`config.mk`:
```
export PLATFORM = sky130hd
export DESIGN_NAME = snake_body_arbiter
export DESIGN_NICKNAME = d
export VERILOG_FILES = /design/src/rtl/snake_pkg.sv /design/src/rtl/snake_rr_arbiter.sv /design/src/rtl/snake_body_arbiter.sv
export SDC_FILE = /design/constraint.sdc
export NUM_CORES = 1
export LEC_CHECK = 0
export ABC_AREA = 1
export CORE_MARGIN = 4
export CORE_UTILIZATION = 41
export CTS_CLUSTER_SIZE = 25
export DETAILED_ROUTE_END_ITERATION = 10
export DONT_BUFFER_PORTS = 1
export PLACE_DENSITY = 0.6
export SYNTH_ARGS = -nofsm -noshare
export SYNTH_HDL_FRONTEND = slang
export SYNTH_SLANG_ARGS = --single-unit
```
`constraint.sdc`:
```
create_clock -name i_Clk -period 8.8 [get_ports i_Clk]
set_clock_uncertainty 0.1 [all_clocks]
set_input_delay 1.76 -clock i_Clk [delete_from_list [all_inputs] [get_ports i_Clk]]
set_output_delay 1.76 -clock i_Clk [all_outputs]
set_load 0.02 [all_outputs]
```
`src/rtl/snake_pkg.sv`:
```
// snake_pkg: shared constants and the body-store state encoding for the
// snake body arbiter and its round-robin sub-arbiter.
package snake_pkg;

  // Playfield and body geometry
  localparam int XSIZE    = 48;
  localparam int YSIZE    = 64;
  localparam int COORD_W  = 6;
  localparam int MAX_SIZE = 20;
  localparam int LEN_W    = $clog2(MAX_SIZE + 1);

  // Read requester slots
  localparam int N_RD    = 3;
  localparam int RD_VGA  = 0;
  localparam int RD_COL  = 1;
  localparam int RD_ITEM = 2;

  // Body store service state
  typedef enum logic {
    CLEAR = 1'b0,
    READY = 1'b1
  } state_t;

endpackage

```
`src/rtl/snake_rr_arbiter.sv`:
```
// snake_rr_arbiter: 3-way one-hot read arbiter with a registered pointer.
// The pointer moves to just past the last winner.
// Optional macro SNAKE_ARB_VGA_PRIO_EN: the VGA slot always wins when it
// requests; the collision and item slots share the round-robin between them.
module snake_rr_arbiter
  import snake_pkg::*;
(
  input  logic       i_Clk,
  input  logic       i_Rst,
  input  logic       i_En,
  input  logic [2:0] i_Req,
  output logic [2:0] o_Gnt
);

  logic [1:0] r_Ptr;
  logic [1:0] w_Ptr_Nxt;
  logic [2:0] w_Gnt;

`ifdef SNAKE_ARB_VGA_PRIO_EN
  // VGA first; between collision and item, r_Ptr == RD_ITEM favours item
  always_comb begin
    w_Gnt     = '0;
    w_Ptr_Nxt = r_Ptr;
    if (i_En) begin
      if (i_Req[RD_VGA]) begin
        w_Gnt[RD_VGA] = 1'b1;
      end else if (i_Req[RD_COL] && (r_Ptr != 2'(RD_ITEM) || !i_Req[RD_ITEM])) begin
        w_Gnt[RD_COL] = 1'b1;
        w_Ptr_Nxt     = 2'(RD_ITEM);
      end else if (i_Req[RD_ITEM]) begin
        w_Gnt[RD_ITEM] = 1'b1;
        w_Ptr_Nxt      = 2'(RD_VGA);
      end
    end
  end
`else
  logic [2:0] w_Cand;
  logic       w_Found;

  // Scan requesters starting at the pointer, first requester found wins
  always_comb begin
    w_Gnt     = '0;
    w_Ptr_Nxt = r_Ptr;
    w_Cand    = '0;
    w_Found   = 1'b0;
    if (i_En) begin
      for (int k = 0; k < N_RD; k++) begin
        w_Cand = {1'b0, r_Ptr} + 3'(k);
        if (w_Cand > 3'd2) w_Cand = w_Cand - 3'd3;
        if (!w_Found && i_Req[w_Cand[1:0]]) begin
          w_Found              = 1'b1;
          w_Gnt[w_Cand[1:0]]   = 1'b1;
          w_Ptr_Nxt            = (w_Cand[1:0] == 2'd2) ? 2'd0 : w_Cand[1:0] + 2'd1;
        end
      end
    end
  end
`endif

  // Pointer register, starts at requester 0
  always_ff @(posedge i_Clk) begin
    if (!i_Rst) r_Ptr <= 2'd0;
    else        r_Ptr <= w_Ptr_Nxt;
  end

  assign o_Gnt = w_Gnt;

endmodule

```
`src/rtl/snake_body_arbiter.sv`:
```
// snake_body_arbiter: owns the circular snake body store (index 0 = head)
// and shares it between the game move/grow port and three cell readers.
// Optional macro SNAKE_ARB_VGA_PRIO_EN (inside snake_rr_arbiter) gives the
// VGA reader fixed priority over the other readers.
//
// Handshakes:
//   move: o_Mv_Ack is combinational in the cycle i_Mv_Req is accepted; the
//         new head and o_Len are visible from the next cycle.
//   read: a requester holds i_Rd_Req[r] and its index until o_Rd_Gnt[r]
//         (combinational, same cycle); o_Rd_Vld[r] with X/Y/Oob follows one
//         cycle later for exactly one cycle. A move or i_Clr blocks grants.
module snake_body_arbiter
  import snake_pkg::state_t;
  import snake_pkg::CLEAR;
  import snake_pkg::READY;
  import snake_pkg::N_RD;
#(
  parameter int MAX_SIZE = snake_pkg::MAX_SIZE,
  parameter int COORD_W  = snake_pkg::COORD_W,
  parameter int LEN_W    = $clog2(MAX_SIZE + 1)
) (
  input  logic                 i_Clk,
  input  logic                 i_Rst,
  input  logic                 i_Clr,
  input  logic                 i_Mv_Req,
  input  logic                 i_Mv_Grow,
  input  logic [COORD_W-1:0]   i_Mv_X,
  input  logic [COORD_W-1:0]   i_Mv_Y,
  output logic                 o_Mv_Ack,
  input  logic [2:0]           i_Rd_Req,
  input  logic [3*LEN_W-1:0]   i_Rd_Idx,
  output logic [2:0]           o_Rd_Gnt,
  output logic [2:0]           o_Rd_Vld,
  output logic [COORD_W-1:0]   o_Rd_X,
  output logic [COORD_W-1:0]   o_Rd_Y,
  output logic                 o_Rd_Oob,
  output logic [LEN_W-1:0]     o_Len,
  output logic                 o_Busy,
  output logic                 o_Dbg_State
);

  localparam logic [LEN_W-1:0] MAX_L  = LEN_W'(MAX_SIZE);
  localparam logic [LEN_W-1:0] MAX_M1 = LEN_W'(MAX_SIZE - 1);

  state_t                 r_State;
  state_t                 w_State_Nxt;
  logic [LEN_W-1:0]       r_Clr_Cnt;
  logic [LEN_W-1:0]       r_Head;
  logic [LEN_W-1:0]       r_Len;
  logic [2*COORD_W-1:0]   r_Mem [MAX_SIZE];

  logic [2:0]             r_Rd_Vld;
  logic [COORD_W-1:0]     r_Rd_X;
  logic [COORD_W-1:0]     r_Rd_Y;
  logic                   r_Rd_Oob;

  logic                   w_Ready;
  logic                   w_Last_Clr;
  logic                   w_Mv_Ack;
  logic                   w_Arb_En;
  logic [2:0]             w_Gnt;
  logic [LEN_W-1:0]       w_Head_Nxt;
  logic [LEN_W-1:0]       w_Len_Nxt;
  logic [LEN_W-1:0]       w_Rd_Idx;
  logic [LEN_W:0]         w_Rd_Sum;
  logic [LEN_W-1:0]       w_Rd_Addr;
  logic                   w_Rd_Oob;
  logic                   w_We;
  logic [LEN_W-1:0]       w_Waddr;
  logic [2*COORD_W-1:0]   w_Wdata;

  assign w_Ready    = (r_State == READY);
  assign w_Last_Clr = (r_State == CLEAR) && (r_Clr_Cnt == MAX_M1);
  // Moves win over reads; i_Clr suppresses both in the cycle it arrives
  assign w_Mv_Ack   = i_Rst && w_Ready && i_Mv_Req && !i_Clr;
  assign w_Arb_En   = i_Rst && w_Ready && !i_Mv_Req && !i_Clr;

  snake_rr_arbiter u_arb (
    .i_Clk (i_Clk),
    .i_Rst (i_Rst),
    .i_En  (w_Arb_En),
    .i_Req (i_Rd_Req),
    .o_Gnt (w_Gnt)
  );

  // Next state: i_Clr always restarts the sweep, sweep ends after last cell
  always_comb begin
    w_State_Nxt = r_State;
    if (i_Clr) begin
      w_State_Nxt = CLEAR;
    end else begin
      case (r_State)
        CLEAR:   if (w_Last_Clr) w_State_Nxt = READY;
        READY:   w_State_Nxt = READY;
        default: w_State_Nxt = CLEAR;
      endcase
    end
  end

  // State, sweep counter, head pointer and length registers
  always_ff @(posedge i_Clk) begin
    if (!i_Rst) begin
      r_State   <= CLEAR;
      r_Clr_Cnt <= '0;
      r_Head    <= '0;
      r_Len     <= '0;
    end else begin
      r_State <= w_State_Nxt;
      if (i_Clr) begin
        r_Clr_Cnt <= '0;
      end else if (r_State == CLEAR) begin
        if (w_Last_Clr) begin
          r_Clr_Cnt <= '0;
          r_Head    <= '0;
          r_Len     <= '0;
        end else begin
          r_Clr_Cnt <= r_Clr_Cnt + 1'b1;
        end
      end else if (w_Mv_Ack) begin
        r_Head <= w_Head_Nxt;
        r_Len  <= w_Len_Nxt;
      end
    end
  end

  // Head moves back one slot (wrapping); length grows until saturation
  always_comb begin
    w_Head_Nxt = (r_Head == '0) ? MAX_M1 : r_Head - 1'b1;
    w_Len_Nxt  = r_Len;
    if (r_Len == '0)                           w_Len_Nxt = LEN_W'(1);
    else if (i_Mv_Grow && (r_Len < MAX_L))     w_Len_Nxt = r_Len + 1'b1;
  end

  // Granted index to physical address; out-of-range indices read slot 0
  always_comb begin
    w_Rd_Idx = '0;
    for (int r = 0; r < N_RD; r++) begin
      if (w_Gnt[r]) w_Rd_Idx = i_Rd_Idx[r*LEN_W +: LEN_W];
    end
    w_Rd_Oob = (w_Rd_Idx >= r_Len);
    w_Rd_Sum = {1'b0, r_Head} + {1'b0, w_Rd_Idx};
    if (w_Rd_Oob)                       w_Rd_Addr = '0;
    else if (w_Rd_Sum >= {1'b0, MAX_L}) w_Rd_Addr = LEN_W'(w_Rd_Sum - {1'b0, MAX_L});
    else                                w_Rd_Addr = w_Rd_Sum[LEN_W-1:0];
  end

  // Single write port: sweep zeros while clearing, new head on a move
  always_comb begin
    w_We    = 1'b0;
    w_Waddr = r_Clr_Cnt;
    w_Wdata = '0;
    if (i_Rst && (r_State == CLEAR)) begin
      w_We = 1'b1;
    end else if (w_Mv_Ack) begin
      w_We    = 1'b1;
      w_Waddr = w_Head_Nxt;
      w_Wdata = {i_Mv_X, i_Mv_Y};
    end
  end

  // Body store write
  always_ff @(posedge i_Clk) begin
    if (w_We) r_Mem[w_Waddr] <= w_Wdata;
  end

  // Registered read data, zero whenever nothing valid is returned
  always_ff @(posedge i_Clk) begin
    if (!i_Rst) begin
      r_Rd_Vld <= '0;
      r_Rd_X   <= '0;
      r_Rd_Y   <= '0;
      r_Rd_Oob <= 1'b0;
    end else begin
      r_Rd_Vld <= w_Gnt;
      r_Rd_Oob <= (w_Gnt != '0) && w_Rd_Oob;
      if ((w_Gnt != '0) && !w_Rd_Oob) begin
        {r_Rd_X, r_Rd_Y} <= r_Mem[w_Rd_Addr];
      end else begin
        r_Rd_X <= '0;
        r_Rd_Y <= '0;
      end
    end
  end

  assign o_Mv_Ack    = w_Mv_Ack;
  assign o_Rd_Gnt    = w_Gnt;
  assign o_Rd_Vld    = r_Rd_Vld;
  assign o_Rd_X      = r_Rd_X;
  assign o_Rd_Y      = r_Rd_Y;
  assign o_Rd_Oob    = r_Rd_Oob;
  assign o_Len       = r_Len;
  assign o_Busy      = (r_State == CLEAR);
  assign o_Dbg_State = r_State;

endmodule

```
==> flow_metrics.tcl <==
set metrics [dict create \
    critical_path_class "in2reg" \
    detailedRoute.firstIterationViolations 882 \
    status "complete, no violations" \
    clk_latency_ns 0.55 \
    vias 9254 \
    worstMarginPinSlew_ns 1.34 \
    yosys-top-cells-area "edfxtp_1 56%, nand2_1 9.2%, nor2_1 6.3%, inv_1 5.8%, dfxtp_1 5.3%" \
    cp-start-kind "primary input" \
    die_h_um 185 \
    place_congestion 0.849 \
    netlist_instances 1378 \
    grt_overflow 0 \
    synthDistinctLibCells 32 \
    async_flop_share 0 \
    relSlewSlack 0.105 \
    cap_violations 0 \
    drtAntennaViolNets 0 \
    cts_sinks 274 \
    synthTopCellsByCount "315 x nand2_1, 240 x edfxtp_1, 216 x nor2_1, 199 x inv_1, 90 x nand3_1" \
    slew_viol_final 0 \
    grt_max_degree 79 \
    port_buffers 0 \
    cp_max_fo 50 \
    hp-class "reg2reg" \
    wl_per_cell_um 18.2 \
    synth_top_area_frac 0.563 \
    ys.flop_type "edfxtp_1" \
    finalHoldViolations 0 \
    cts_buffers 30 \
    cts_root_buf "clkbuf_16" \
    syn_area_mm2 0.0128 \
    yosysMostFrequentCell "nand2_1" \
    p_per_area_mw_per_mm2 188 \
    syn_area_per_cell_um2 9.29 \
    clk_path_buf_depth 3 \
    finalSetupViolations 0 \
    io_pins 62 \
    first_pass_iters 5 \
    ff2ff_path_depth 27 \
    fin_crit_sh 0.729 \
    min_path_cells 2 \
    yosysTopAreaCell "edfxtp_1" \
    antenna_found_initial 0 \
    row_count 64 \
    hold_ws_ns 0.413 \
    synth_edf_count 240 \
    antenna_cells 0 \
    drc 0 \
    yosys_register_bits 274 \
    layout.nets 1433 \
    ir_drop_v 0.000133 \
    grt_pass1_wl_um 50600 \
    fmax_ghz 0.156 \
    dieArea_mm2 0.0341 \
    cts_setup_buffers 0 \
    core_area_mm2 0.0307 \
    chipWidth_um 185 \
    h-tree-depth 1 \
    tns_ns 0 \
    period_needed_ns 6.41 \
    yosysWarnings 0 \
    layout-drive-gt1-share 0.0643 \
    p_leak_nw 6.15 \
    grt_pass1_vias 8696 \
    initial_core_util 0.417 \
    crit_required_ns 9.14 \
    rsz0062_at_grt "no" \
    routed_wl_um 32700 \
    grt_usage 0.191 \
    crit_path_end_kind "flop" \
    area_growth_pct 11.5 \
    cts_resized 0 \
    cts_hold_buf 0 \
    cts_tree "yes" \
    dp_hpwl_um 19900 \
    syn_nets 1436 \
    path_clk_slew_ns 0.06 \
    via_per_inst 5.16 \
    cp.arrival_ns 6.75 \
    ys_seq_area_frac 0.616 \
]
final cells by class:
type / count / area, um^2
Fill cell: 2910 / 16400
Sequential cell: 274 / 7890
Multi-Input combinational cell: 838 / 3920
Clock buffer: 35 / 791
Inverter: 202 / 758
Tap cell: 396 / 495
Timing Repair Buffer: 29 / 230
Clock inverter: 21 / 196
worst max-delay path, stage by stage:
cell	delay [ns]
inv_1	0.04
o21ai_0	0.20
inv_1	0.06
nor2_1	0.17
nand3_1	0.12
nand2_1	0.07
inv_1	0.04
nand2_1	0.09
nand2_2	0.08
inv_1	0.26
nand2_1	0.09
a31oi_1	0.36
ha_1	0.33
nand2_1	0.08
nor2_1	0.05
nand2_2	0.66
nand3_4	0.62
inv_1	0.87
nand2_1	0.15
nand2_1	0.10
nand2_1	0.08
nand2_1	0.07
nand2_1	0.05
nand2_1	0.06
nand3_1	0.12
nand2_1	0.10
inv_1	0.04
per-stage QoR:
step                power (mW)  cell area, um^2  instances  utilization  setup slack [ns]
finish                    2.69            14300       1795        0.466              2.39
global placement          1.46            13300       1739        0.433              1.84
detailed placement        1.46            13300       1739        0.433              1.76
CTS                       2.71            14300       1795        0.466              2.30
floorplan                 1.45            12800       1378            -              3.47
global route              2.77            14300       1795        0.466              1.77
registers in the layout (all words and copies together), names as in the netlist:
signal       cells
o_Dbg_State      1
o_Len            5
o_Rd_Oob         1
o_Rd_Vld         3
o_Rd_X           6
o_Rd_Y           6
r_Clr_Cnt        5
r_Head           5
r_Mem          240
u_arb.r_Ptr      2
logic make-up (layout without fill, tap and decap cells):
| family | Yosys count | after routing | share of synthesized area |
|---|---|---|---|
| flip-flops | 274 | 274 | 0.616 |
| AO/OA/AOI/OAI | 105 | 105 | 0.0433 |
| buffers and inverters | 266 | 287 | 0.0803 |
| XOR/XNOR | 7 | 7 | 0.00479 |
| adder cells (fa/ha/maj) | 23 | 23 | 0.0231 |
| AND/OR/NAND/NOR | 703 | 703 | 0.232 |
metal layers:
metal / global-route usage / part of all wire / up-vias
li1: - / - / 4517
met1: 0.284 / 0.46 / 4325
met2: 0.288 / 0.44 / 347
met3: 0.0292 / 0.074 / 65
met4: 0.0619 / 0.031 / 0
met5: 0 / 0 / -
path summary, 6_finish.rpt:
path	startpoint	end	slack, ns
min reg2reg	r_Head[4]	r_Head[4]	0.41
min	r_Head[4]	r_Head[4]	0.41
max reg2reg	u_arb.r_Ptr[0]	o_Rd_X[2]	2.73
max	i_Rd_Req[2]	o_Rd_X[2]	2.39
power breakdown:
part / switching, mW / internal (mW) / total [mW]
clock network: 0.502 / 0.754 / 1.26
logic: 0.0220 / 0.00890 / 0.0309
registers: 0.00133 / 1.40 / 1.40
cell usage in the layout (no fill, tap or decap), types with 10 or more instances in the layout:
cell type  instances
nand2_1          315
edfxtp_1         240
nor2_1           216
inv_1            199
nand3_1           89
o21ai_0           70
nand4_1           64
dfxtp_1           34
clkbuf_16         31
buf_4             28
ha_1              21
a21oi_1           14
o21ai_1           10
Note: power is estimated with default switching activity, not from simulation.
